$ cat src/rtl/serial_sub_unit.sv
// Bit-serial subtractor: A - B one bit per cycle, LSB first, through a single
// full-subtractor cell with a registered borrow feeding back into the next bit.
module serial_sub_unit #(
  parameter int WIDTH = 8
) (
  input  logic             clk,
  input  logic             rst,
  input  logic             start,
  input  logic [WIDTH-1:0] a,
  input  logic [WIDTH-1:0] b,
  output logic             busy,
  output logic             done,
  output logic [WIDTH-1:0] diff,
  output logic             borrow_out,
  output logic             ovf
);

  localparam int CNT_W = $clog2(WIDTH + 1);

  typedef enum logic [1:0] {
    IDLE,
    RUN,
    DONE
  } state_t;

  state_t           state;
  logic [WIDTH-1:0] sa;
  logic [WIDTH-1:0] sb;
  logic [WIDTH-1:0] res;
  logic [CNT_W-1:0] cnt;
  logic             br;
  logic             a_msb;
  logic             b_msb;

  logic             d;
  logic             br_nxt;
  logic [WIDTH-1:0] res_nxt;
  logic             last_bit;

  // Full-subtractor cell; the new result bit enters the top of the result shifter.
  always_comb begin
    d        = sa[0] ^ sb[0] ^ br;
    br_nxt   = (~sa[0] & sb[0]) | (~(sa[0] ^ sb[0]) & br);
    res_nxt  = {d, res[WIDTH-1:1]};
    last_bit = (cnt == CNT_W'(WIDTH - 1));
  end

  // NOTE: every register here, including the operand and result shifters, is
  // cleared by reset and updated only with non-blocking assignments, so an
  // aborted operation leaves no stale state and never produces a done.
  always_ff @(posedge clk or posedge rst) begin
    if (rst) begin
      state      <= IDLE;
      sa         <= '0;
      sb         <= '0;
      res        <= '0;
      cnt        <= '0;
      br         <= 1'b0;
      a_msb      <= 1'b0;
      b_msb      <= 1'b0;
      busy       <= 1'b0;
      done       <= 1'b0;
      diff       <= '0;
      borrow_out <= 1'b0;
      ovf        <= 1'b0;
    end else begin
      case (state)
        IDLE, DONE: begin
          done <= 1'b0;
          if (start) begin
            sa    <= a;
            sb    <= b;
            res   <= '0;
            br    <= 1'b0;
            cnt   <= '0;
            a_msb <= a[WIDTH-1];
            b_msb <= b[WIDTH-1];
            busy  <= 1'b1;
            state <= RUN;
          end else begin
            state <= IDLE;
          end
        end
        RUN: begin
          br  <= br_nxt;
          res <= res_nxt;
          sa  <= {1'b0, sa[WIDTH-1:1]};
          sb  <= {1'b0, sb[WIDTH-1:1]};
          cnt <= cnt + CNT_W'(1);
          if (last_bit) begin
            // d is the sign bit of the result on this final edge.
            diff       <= res_nxt;
            borrow_out <= br_nxt;
            ovf        <= (a_msb ^ b_msb) & (d ^ a_msb);
            done       <= 1'b1;
            busy       <= 1'b0;
            state      <= DONE;
          end
        end
        default: state <= IDLE;
      endcase
    end
  end

endmodule

$ cat config.mk
export PLATFORM = sky130hd
export DESIGN_NAME = serial_sub_unit
export DESIGN_NICKNAME = d
export VERILOG_FILES = /design/src/rtl/serial_sub_unit.sv
export SDC_FILE = /design/constraint.sdc
export NUM_CORES = 1
export LEC_CHECK = 0
export BUFFER_PORTS_ARGS = -buffer_cell sky130_fd_sc_hd__buf_2
export CAP_MARGIN = 20
export CORE_UTILIZATION = 25
export CTS_CLUSTER_DIAMETER = 120
export DETAILED_ROUTE_END_ITERATION = 7
export SLEW_MARGIN = 20
export SYNTH_ARGS = -nofsm -noshare
export SYNTH_HDL_FRONTEND = slang
export SYNTH_SLANG_ARGS = --single-unit
$ cat constraint.sdc
create_clock -name clk -period 1.8 [get_ports clk]
set_input_delay 0.09 -clock clk [delete_from_list [all_inputs] [get_ports clk]]
set_output_delay 0.09 -clock clk [all_outputs]
set_load 0.05 [all_outputs]
==> results of run 1 <==
==> power by group through the flow <==
| stage | clock [mW] | combinational [mW] | sequential, mW |
|---|---|---|---|
| 6_report | 0.751 | 1.84 | 1.71 |
| 5_1_grt | 0.822 | 2.04 | 1.77 |
| 4_1_cts | 0.776 | 1.87 | 1.71 |
| 3_5_place_dp | 0 | 1.85 | 1.73 |
| 3_3_place_gp | 0 | 1.82 | 1.72 |
| 2_1_floorplan | 0 | 1.08 | 2.09 |
==> worst max-delay path, delay by kind of cell, from the launching register on <==
kind	cells	cell delay, ps
fa+ha+maj	1	600
flops	1	410
mux	1	250
simple gates	1	110
compound gates	1	70
==> sequential cells by signal (all words and copies together), names as in the netlist <==
register	flops
borrow_out	1
a_msb	1
diff	8
sb	8
done	1
br	1
cnt	4
busy	1
res	7
sa	8
ovf	1
state	2
b_msb	1
==> metrics by stage <==
step           area, sq um  hold WS (ps)  utilization  instances  worst slack [ps]
4_1_cts               2276         1.091       0.3277        285             232.9
3_5_place_dp          2115         159.1       0.3045        272             245.9
2_1_floorplan         1843         195.4            -        152             313.3
5_1_grt               2276         3.904       0.3277        285             63.36
3_3_place_gp          2115         157.5       0.3045        272             281.9
6_report              2276         8.134       0.3277        285             246.8
==> area by class of cell <==
cell class / instances / area [sq um]
Inverter: 5 / 18.77
Fill cell: 718 / 4668
Clock buffer: 5 / 68.82
Tap cell: 96 / 120.1
Sequential cell: 44 / 1101
Clock inverter: 3 / 42.54
Multi-Input combinational cell: 92 / 661.9
Timing Repair Buffer: 40 / 262.8
==> path summary, 6_finish.rpt <==
| path | start | end | slack (ps) |
|---|---|---|---|
| worst max-delay path | sa[0] | ovf | 250 |
| worst min-delay path | b[5] | sb[5] | 8 |
| worst max register to register | sa[0] | ovf | 250 |
| worst min register to register | done | done | 480 |
| max in group asynchronous | rst | cnt[0] | 900 |
| min in group asynchronous | rst | sa[0] | 380 |
==> per-layer routing <==
metal,GRT usage,vias up
li1,-,608
met1,0.1482,608
met2,0.1628,26
met3,0.03676,4
met4,0.04918,0
met5,0,-
==> cells in the final DEF (no fill, tap or decap), drive strengths merged, types with 2 or more instances in the layout <==
cell type and count:
a22o 11, clkinv 2, clkbuf 5, nor2b 2, mux2 9, nand3 13
dfrtp 44, inv 4, nor3 2, o21ai 3, nor2 2, buf 35
a22oi 13, nand2b 3, dlygate4sd3 5, nand2 22, mux2i 3
==> cell families after synthesis <==
family | after synthesis | synth area share
AO/OA/AOI/OAI | 30 | 0.1276
flip-flops | 44 | 0.5974
AND/OR/NAND/NOR | 47 | 0.1242
buffers and inverters | 16 | 0.04481
multiplexers | 12 | 0.08350
adder cells (fa/ha/maj) | 2 | 0.01765
XOR/XNOR | 1 | 0.004753
==> what timing repair did <==
action                                  CTS  global route
gates resized for setup                   0             0
endpoints found under the hold margin    22             0
buffers inserted                          0             0
hold buffers                              5             0
endpoints found under the setup margin    0             0
==> impl_metrics.json, run 1 <==
{
  "io_pins": 31,
  "place_hpwl_mm": 2.474,
  "ys_types": 28,
  "ys_warn_count": 0,
  "synth_fp_nets": 173,
  "area_delta_synth_final_pct": 23.49,
  "slew_violations": 0,
  "numCtsBuffers": 5,
  "wire_per_inst_um": 12.76,
  "numPortBuffers": 30,
  "met1_length_mm": 1.836,
  "outcome": "complete, no violations",
  "start_util": 0.2654,
  "synth_cells": 152,
  "grt_start_max_net_pins": 28,
  "die_y_um": 87.86,
  "min_path_cells": 3,
  "avgSynthCellArea_sq_um": 12.13,
  "grt_pass1_vias": 1239,
  "layout_min_cycle_time_ps": 1553,
  "fin_crit_sh": 0.8629,
  "setup_viol": 0,
  "cp.arrival_ps": 1740,
  "synth_edf_count": 0,
  "slew-limit-headroom": 0.4884,
  "finalPower_mw": 4.295,
  "synth.top_cells.by_area": "dfrtp_1 (60%), a22oi_1 (5.3%), a22o_1 (5.2%)",
  "cp_max_fo": 4,
  "power_frac_comb": 0.428,
  "fin_skew_ps": 8.835,
  "crit_path_start_kind": "register",
  "drtIter0Drc": 69,
  "final_antenna_net_count": 0,
  "synth_top_area_share": 0.5974,
  "clock_latency_ps": 300,
  "num_vias": 1246,
  "fin_setup_tns_ps": 0,
  "cts_num_sinks": 44,
  "first_pass_iters": 4,
  "tightest_slew_ps": 764.6,
  "p_clk_frac": 0.175,
  "synth_most_common_cell": "dfrtp_1",
  "grt_first_pass_wirelength_mm": 6.272,
  "peakVddDrop_mv": 0.5688,
  "p_per_area_mw_per_mm2": 1887,
  "row_count": 30,
  "p_leak_nw": 1.113,
  "pwr-share-seq": 0.398,
  "sw_frac_of_total": 0.4037,
  "path_cells": "fa_1 > nand2b_1 > o21ai_0 > mux2_4",
  "wl_met3_um": 141,
  "via_per_inst": 4.372,
  "core_sq_mm": 0.006944,
  "fmax_mhz": 643.8,
  "antenna_found_initial": 0,
  "yosysTopAreaCell": "dfrtp_1",
  "rsz0062_at_grt": "false",
  "yosysSeqAreaShare": 0.5974,
  "fp.dieArea_sq_mm": 0.007719,
  "critPathKind": "reg2reg",
  "crit_slowest_cell": "fa_1",
  "maxUsedRoutingLayer": "met4",
  "p_int_mw": 2.561,
  "synth_common_cells": "dfrtp_1 (44), nand2_1 (22), a22oi_1 (13), nand3_1 (13), a22o_1 (11)",
  "netlist_area_sq_mm": 0.001843,
  "synth_top_flop_cell": "dfrtp_1",
  "synthArstFlopShare": 1.000,
  "final_hold_viol_count": 0,
  "hold_class": "in2reg",
  "cts.reportedPaths.clkPinSlew_ps": 80,
  "p_sw_mw": 1.734,
  "drc_errors": 0,
  "drive_gt1_frac": 0.2857,
  "slowest_delay_ps": 600,
  "wl_met2_mm": 1.611,
  "clockBufferDepth": 2,
  "crit_required_ps": 1980,
  "cts_htree_levels": 2,
  "ys_seq_elements": 44,
  "wirelength_mm": 3.638,
  "root_buffer": "clkbuf_8",
  "die_x_um": 87.86,
  "antenna_cells": 0,
  "r2r_cells": 4,
  "place_congestion": 0.6971,
  "grt-ovfl-total": 0,
  "worstSetupEndpointType": "register",
  "nNetsFinal": 209,
  "cts_tree": "built",
  "max_cap_viol_count": 0,
  "grt_usage": 0.1108
}
No activity file was read; power rests on OpenSTA's default activity.
==> inputs of run 2 (changes only) <==
--- a/config.mk
+++ b/config.mk
@@ -6,10 +6,14 @@
 export NUM_CORES = 1
 export LEC_CHECK = 0
 export BUFFER_PORTS_ARGS = -buffer_cell sky130_fd_sc_hd__buf_2
-export CAP_MARGIN = 20
+export CAP_MARGIN = 5
+export CELL_PAD_IN_SITES_DETAIL_PLACEMENT = 1
+export CELL_PAD_IN_SITES_GLOBAL_PLACEMENT = 2
 export CORE_UTILIZATION = 25
 export CTS_CLUSTER_DIAMETER = 120
 export DETAILED_ROUTE_END_ITERATION = 7
+export GPL_TIMING_DRIVEN = 0
+export PLACE_DENSITY_LB_ADDON = 0.1
 export SLEW_MARGIN = 20
 export SYNTH_ARGS = -nofsm -noshare
 export SYNTH_HDL_FRONTEND = slang
==> run 2 against run 1 <==
Net effect:
- design area down 1.1%
- global-route usage up 1.8 points
- worst setup slack worse by 36 ps
- wire length up 20%
- non-clock buffer count up 4
- register-to-register slack worse by 40 ps
- maximum frequency down 2.3%
- via count up 3.1%
- final cell count up 1.4%
- critical path type unchanged
- highest routed layer unchanged
==> impl_metrics.json, run 2 (same netlist as run 1, synthesis figures left out) <==
{
  "outcome": "complete, no violations",
  "drtIter0Drc": 72,
  "antenna_cells": 0,
  "hold_class": "in2reg",
  "clockBufferDepth": 2,
  "numPortBuffers": 30,
  "slew-limit-headroom": 0.6343,
  "drive_gt1_frac": 0.3005,
  "p_per_area_mw_per_mm2": 1903,
  "crit_family": "adder cells",
  "p_sw_mw": 1.801,
  "max_cap_viol_count": 0,
  "cp_max_fo": 4,
  "fmax_mhz": 629.1,
  "wirelength_mm": 4.360,
  "layout_min_cycle_time_ps": 1589,
  "drc_errors": 0,
  "cts_htree_levels": 2,
  "start_util": 0.2654,
  "wire_per_inst_um": 15.09,
  "fin_crit_sh": 0.8830,
  "io_pins": 31,
  "fp.dieArea_sq_mm": 0.007719,
  "crit_buf_inv": 0,
  "pwr-share-seq": 0.399,
  "critPathKind": "reg2reg",
  "core_sq_mm": 0.006944,
  "place_congestion": 0.7176,
  "numCtsBuffers": 5,
  "cts.reportedPaths.clkPinSlew_ps": 90,
  "final_common_cell": "dfrtp_1",
  "grt_usage": 0.1284,
  "final_antenna_net_count": 0,
  "final_hold_viol_count": 0,
  "die_x_um": 87.86,
  "cts_num_sinks": 44,
  "slew_violations": 0,
  "seqCellArea_sq_mm": 0.001101,
  "final_cell_mix": "dfrtp_1 (44), buf_2 (36), nand2_1 (22)",
  "nNetsFinal": 213,
  "grt_first_pass_wirelength_mm": 7.196,
  "p_clk_frac": 0.151,
  "power_frac_comb": 0.450,
  "crit_slowest_cell": "fa_1",
  "crit_path_start_kind": "register",
  "antenna_found_initial": 0,
  "worstSetupEndpointType": "register",
  "root_buffer": "clkbuf_8",
  "sw_frac_of_total": 0.4206,
  "reg_top3": "diff: 8 flops, sa: 8 flops, sb: 8 flops",
  "p_leak_nw": 1.106,
  "fin_setup_tns_ps": 0,
  "fin_skew_ps": 10.42,
  "via_per_inst": 4.446,
  "slowest_delay_ps": 620,
  "tightest_slew_ps": 548.5,
  "place_hpwl_mm": 3.109,
  "clock_latency_ps": 290,
  "grt-ovfl-total": 0,
  "setup_viol": 0,
  "grt_start_max_net_pins": 32,
  "crit_required_ps": 1990,
  "cp.arrival_ps": 1780,
  "peakVddDrop_mv": 0.4608,
  "post-cts-setup-buffer-count": 0,
  "fill_cells": 764,
  "p_int_mw": 2.481,
  "first_pass_iters": 4,
  "cts_tree": "built",
  "die_y_um": 87.86,
  "path_cells": "fa_1 > nand2b_1 > o21ai_0 > mux2_4",
  "placed_area_sq_mm": 0.002133,
  "num_vias": 1285,
  "final_area_sq_mm": 0.002251,
  "row_count": 30,
  "rsz0062_at_grt": "false",
  "area_delta_synth_final_pct": 22.13,
  "multiInputGateArea_sq_um": 659.4,
  "grt_pass1_vias": 1363
}
## run 2: what timing repair did
action	CTS	global route
hold buffers	2	0
hold endpoints to repair	14	0
resized for setup	0	0
## run 2: layer usage
layer	global-route usage	wire length (um)
met5	0	0
met4	0.04471	29
met3	0.03016	156
met2	0.2037	2133
met1	0.1717	2041
## run 2: area by class of cell
| class | instances | area share |
|---|---|---|
| well taps | 96 | 0.05336 |
| clock buffers | 6 | 0.03669 |
| inverters | 5 | 0.008338 |
| multi-input cells | 92 | 0.2929 |
| repair buffers | 33 | 0.08449 |
| clock inverters | 2 | 0.006670 |
| plain buffers | 11 | 0.02835 |
| flip-flops and latches | 44 | 0.4892 |
## run 2: through the flow
| step | worst slack, ps | std cells | hold WS, ps | utilization | power (mW) |
|---|---|---|---|---|---|
| after floorplan | 313.3 | 152 | 195.4 | - | 3.163 |
| after global placement | 31.10 | 278 | 308.8 | 0.3043 | 3.629 |
| after detailed placement | 209.7 | 279 | 78.38 | 0.3072 | 3.693 |
| after CTS | 195.8 | 289 | 6.519 | 0.3241 | 4.380 |
| after global routing | 125.8 | 289 | 17.56 | 0.3241 | 4.637 |
| final | 210.5 | 289 | 18.99 | 0.3241 | 4.283 |
## run 2: worst min-delay path, delay by kind of cell
kind,cells,cell delay [ps]
AOI/OAI and AO/OA,1,60
buffers and inverters,1,70
and+or+nand+nor,1,60
## run 2: path summary, 6_finish.rpt
| check | to | depth (start not counted) | slack (ps) | from |
|---|---|---|---|---|
| setup / recovery | ovf | 4 | 210 | sa[0] |
| hold / removal | sa[3] | 3 | 20 | a[3] |
| setup reg to reg | ovf | 4 | 210 | sa[0] |
| hold reg to reg | done | 1 | 470 | done |
| max in group asynchronous | sb[3] | 4 | 1010 | rst |
| min in group asynchronous | res[3] | 3 | 300 | rst |
## run 2: power by group through the flow
stage	Clock [mW]	Sequential (mW)	Combinational [mW]
after floorplan	0	2.09	1.08
after global placement	0	1.71	1.91
after detailed placement	0	1.74	1.96
after CTS	0.694	1.72	1.97
after global routing	0.728	1.77	2.14
final	0.648	1.71	1.93
==> inputs of run 3 (changes only) <==
==> constraint.sdc (replaced) <==
create_clock -name clk -period 1.8 [get_ports clk]
set_input_delay 0.27 -clock clk [delete_from_list [all_inputs] [get_ports clk]]
set_output_delay 0.27 -clock clk [all_outputs]
set_load 0.1 [all_outputs]
==> run 3 against run 2 <==
Net effect:
- final cell count down 0.35%
- worst setup slack unchanged
- worst hold slack better by 170 ps
==> impl_metrics.json, run 3 (same netlist as run 1, synthesis figures left out) <==
{
  "outcome": "complete, no violations",
  "r2r_cells": 4,
  "seqCellArea_sq_mm": 0.001101,
  "rsz0062_at_grt": "false",
  "cp_max_fo": 4,
  "hold_class": "in2reg",
  "drtIter0Drc": 70,
  "final_hold_viol_count": 0,
  "fp.dieArea_sq_mm": 0.007719,
  "place_hpwl_mm": 3.109,
  "max_cap_viol_count": 0,
  "setup.worst_path.start": "sa[0]",
  "cp-endpoint": "ovf",
  "grt-ovfl-total": 0,
  "multiInputGateArea_sq_um": 659.4,
  "fmax_mhz": 629.1,
  "worstReg2RegStart": "sa[0]",
  "critPathKind": "reg2reg",
  "cts_htree_levels": 2,
  "crit_required_ps": 1990,
  "cts.reportedPaths.clkPinSlew_ps": 90,
  "grt_usage": 0.1284,
  "antenna_cells": 0,
  "fin_skew_ps": 10.42,
  "place_congestion": 0.7176,
  "setup_viol": 0,
  "final_cell_mix": "dfrtp_1 (44), buf_2 (36), nand2_1 (22)",
  "first_pass_iters": 4,
  "clockBufferDepth": 2,
  "numCtsBuffers": 5,
  "crit_slowest_cell": "fa_1",
  "wire_per_inst_um": 15.13,
  "r2r_setup_slack_ps": 210,
  "die_x_um": 87.86,
  "start_util": 0.2654,
  "cts_resized": 0,
  "io_pins": 31,
  "area_delta_synth_final_pct": 21.59,
  "fin_crit_sh": 0.8830,
  "antenna_found_initial": 0,
  "num_vias": 1285,
  "fill_cells": 765,
  "wirelength_mm": 4.358,
  "cp.arrival_ps": 1780,
  "hold_ws_ps": 192.4,
  "drive_gt1_frac": 0.3021,
  "layout_min_cycle_time_ps": 1589,
  "worstSetupEndpointType": "register",
  "cts_num_sinks": 44,
  "die_y_um": 87.86,
  "reg_top3": "diff: 8 flops, sa: 8 flops, sb: 8 flops",
  "row_count": 30,
  "grt_pass1_vias": 1363,
  "path_cells": "fa_1 > nand2b_1 > o21ai_0 > mux2_4",
  "final_common_cell": "dfrtp_1",
  "nNetsFinal": 212,
  "cts_hold_buf": 1,
  "slew_violations": 0,
  "clock_latency_ps": 290,
  "slew-limit-headroom": 0.6344,
  "post-cts-setup-buffer-count": 0,
  "numPortBuffers": 30,
  "root_buffer": "clkbuf_8",
  "via_per_inst": 4.462,
  "core_sq_mm": 0.006944,
  "tightest_slew_ps": 548.4,
  "grt_first_pass_wirelength_mm": 7.196,
  "crit_path_start_kind": "register",
  "cts_tree": "built",
  "reg2reg_to": "ovf",
  "drc_errors": 0,
  "slowest_delay_ps": 620,
  "final_antenna_net_count": 0,
  "grt_start_max_net_pins": 32
}
==> run 3: layout make-up <==
type,instances,area share
Multi-Input combinational cell,92,0.2942
Timing Repair Buffer,32,0.08040
Inverter,5,0.008375
Tap cell,96,0.05360
Clock buffer,6,0.03685
Clock inverter,2,0.006700
Sequential cell,44,0.4913
Buffer,11,0.02848
==> run 3: worst min-delay path by stage <==
| stage | slack, ps | startpoint | endpoint | cells past startpoint |
|---|---|---|---|---|
| 2_1_floorplan | 380 | a[7] | a_msb | 2 |
| 3_3_place_gp | 460 | done | done | 1 |
| 3_5_place_dp | 260 | rst | res[3] | 2 |
| 4_1_cts | 180 | a[4] | sa[4] | 3 |
| 5_1_grt | 200 | a[0] | sa[0] | 3 |
| 6_report | 190 | a[4] | sa[4] | 3 |
==> run 3: critical path, delay by kind of cell, from the launching register on <==
kind | cells | cell delay [ps]
multiplexers | 1 | 260
flip-flops | 1 | 410
AND/OR/NAND/NOR | 1 | 120
adder cells (fa/ha/maj) | 1 | 620
AO/OA/AOI/OAI | 1 | 70
==> run 3: metal layers <==
layer	track usage	part of all wire
met1	0.1717	0.47
met2	0.2037	0.49
met3	0.03016	0.036
met4	0.04471	0.0067
met5	0	0
==> run 3: metrics by stage <==
stage / area [sq um] / setup WS, ps / instances / setup TNS, ps / util
floorplan: 1843 / 312.1 / 152 / 0 / -
global placement: 2113 / -148.9 / 278 / -6419 / 0.3043
detailed placement: 2133 / 209.7 / 279 / 0 / 0.3072
CTS: 2241 / 195.8 / 288 / 0 / 0.3227
global route: 2241 / 125.8 / 288 / 0 / 0.3227
finish: 2241 / 210.5 / 288 / 0 / 0.3227
Power of run 3 is not shown: default switching activity piles up to over one toggle a cycle in this logic, so the estimate is an artifact.
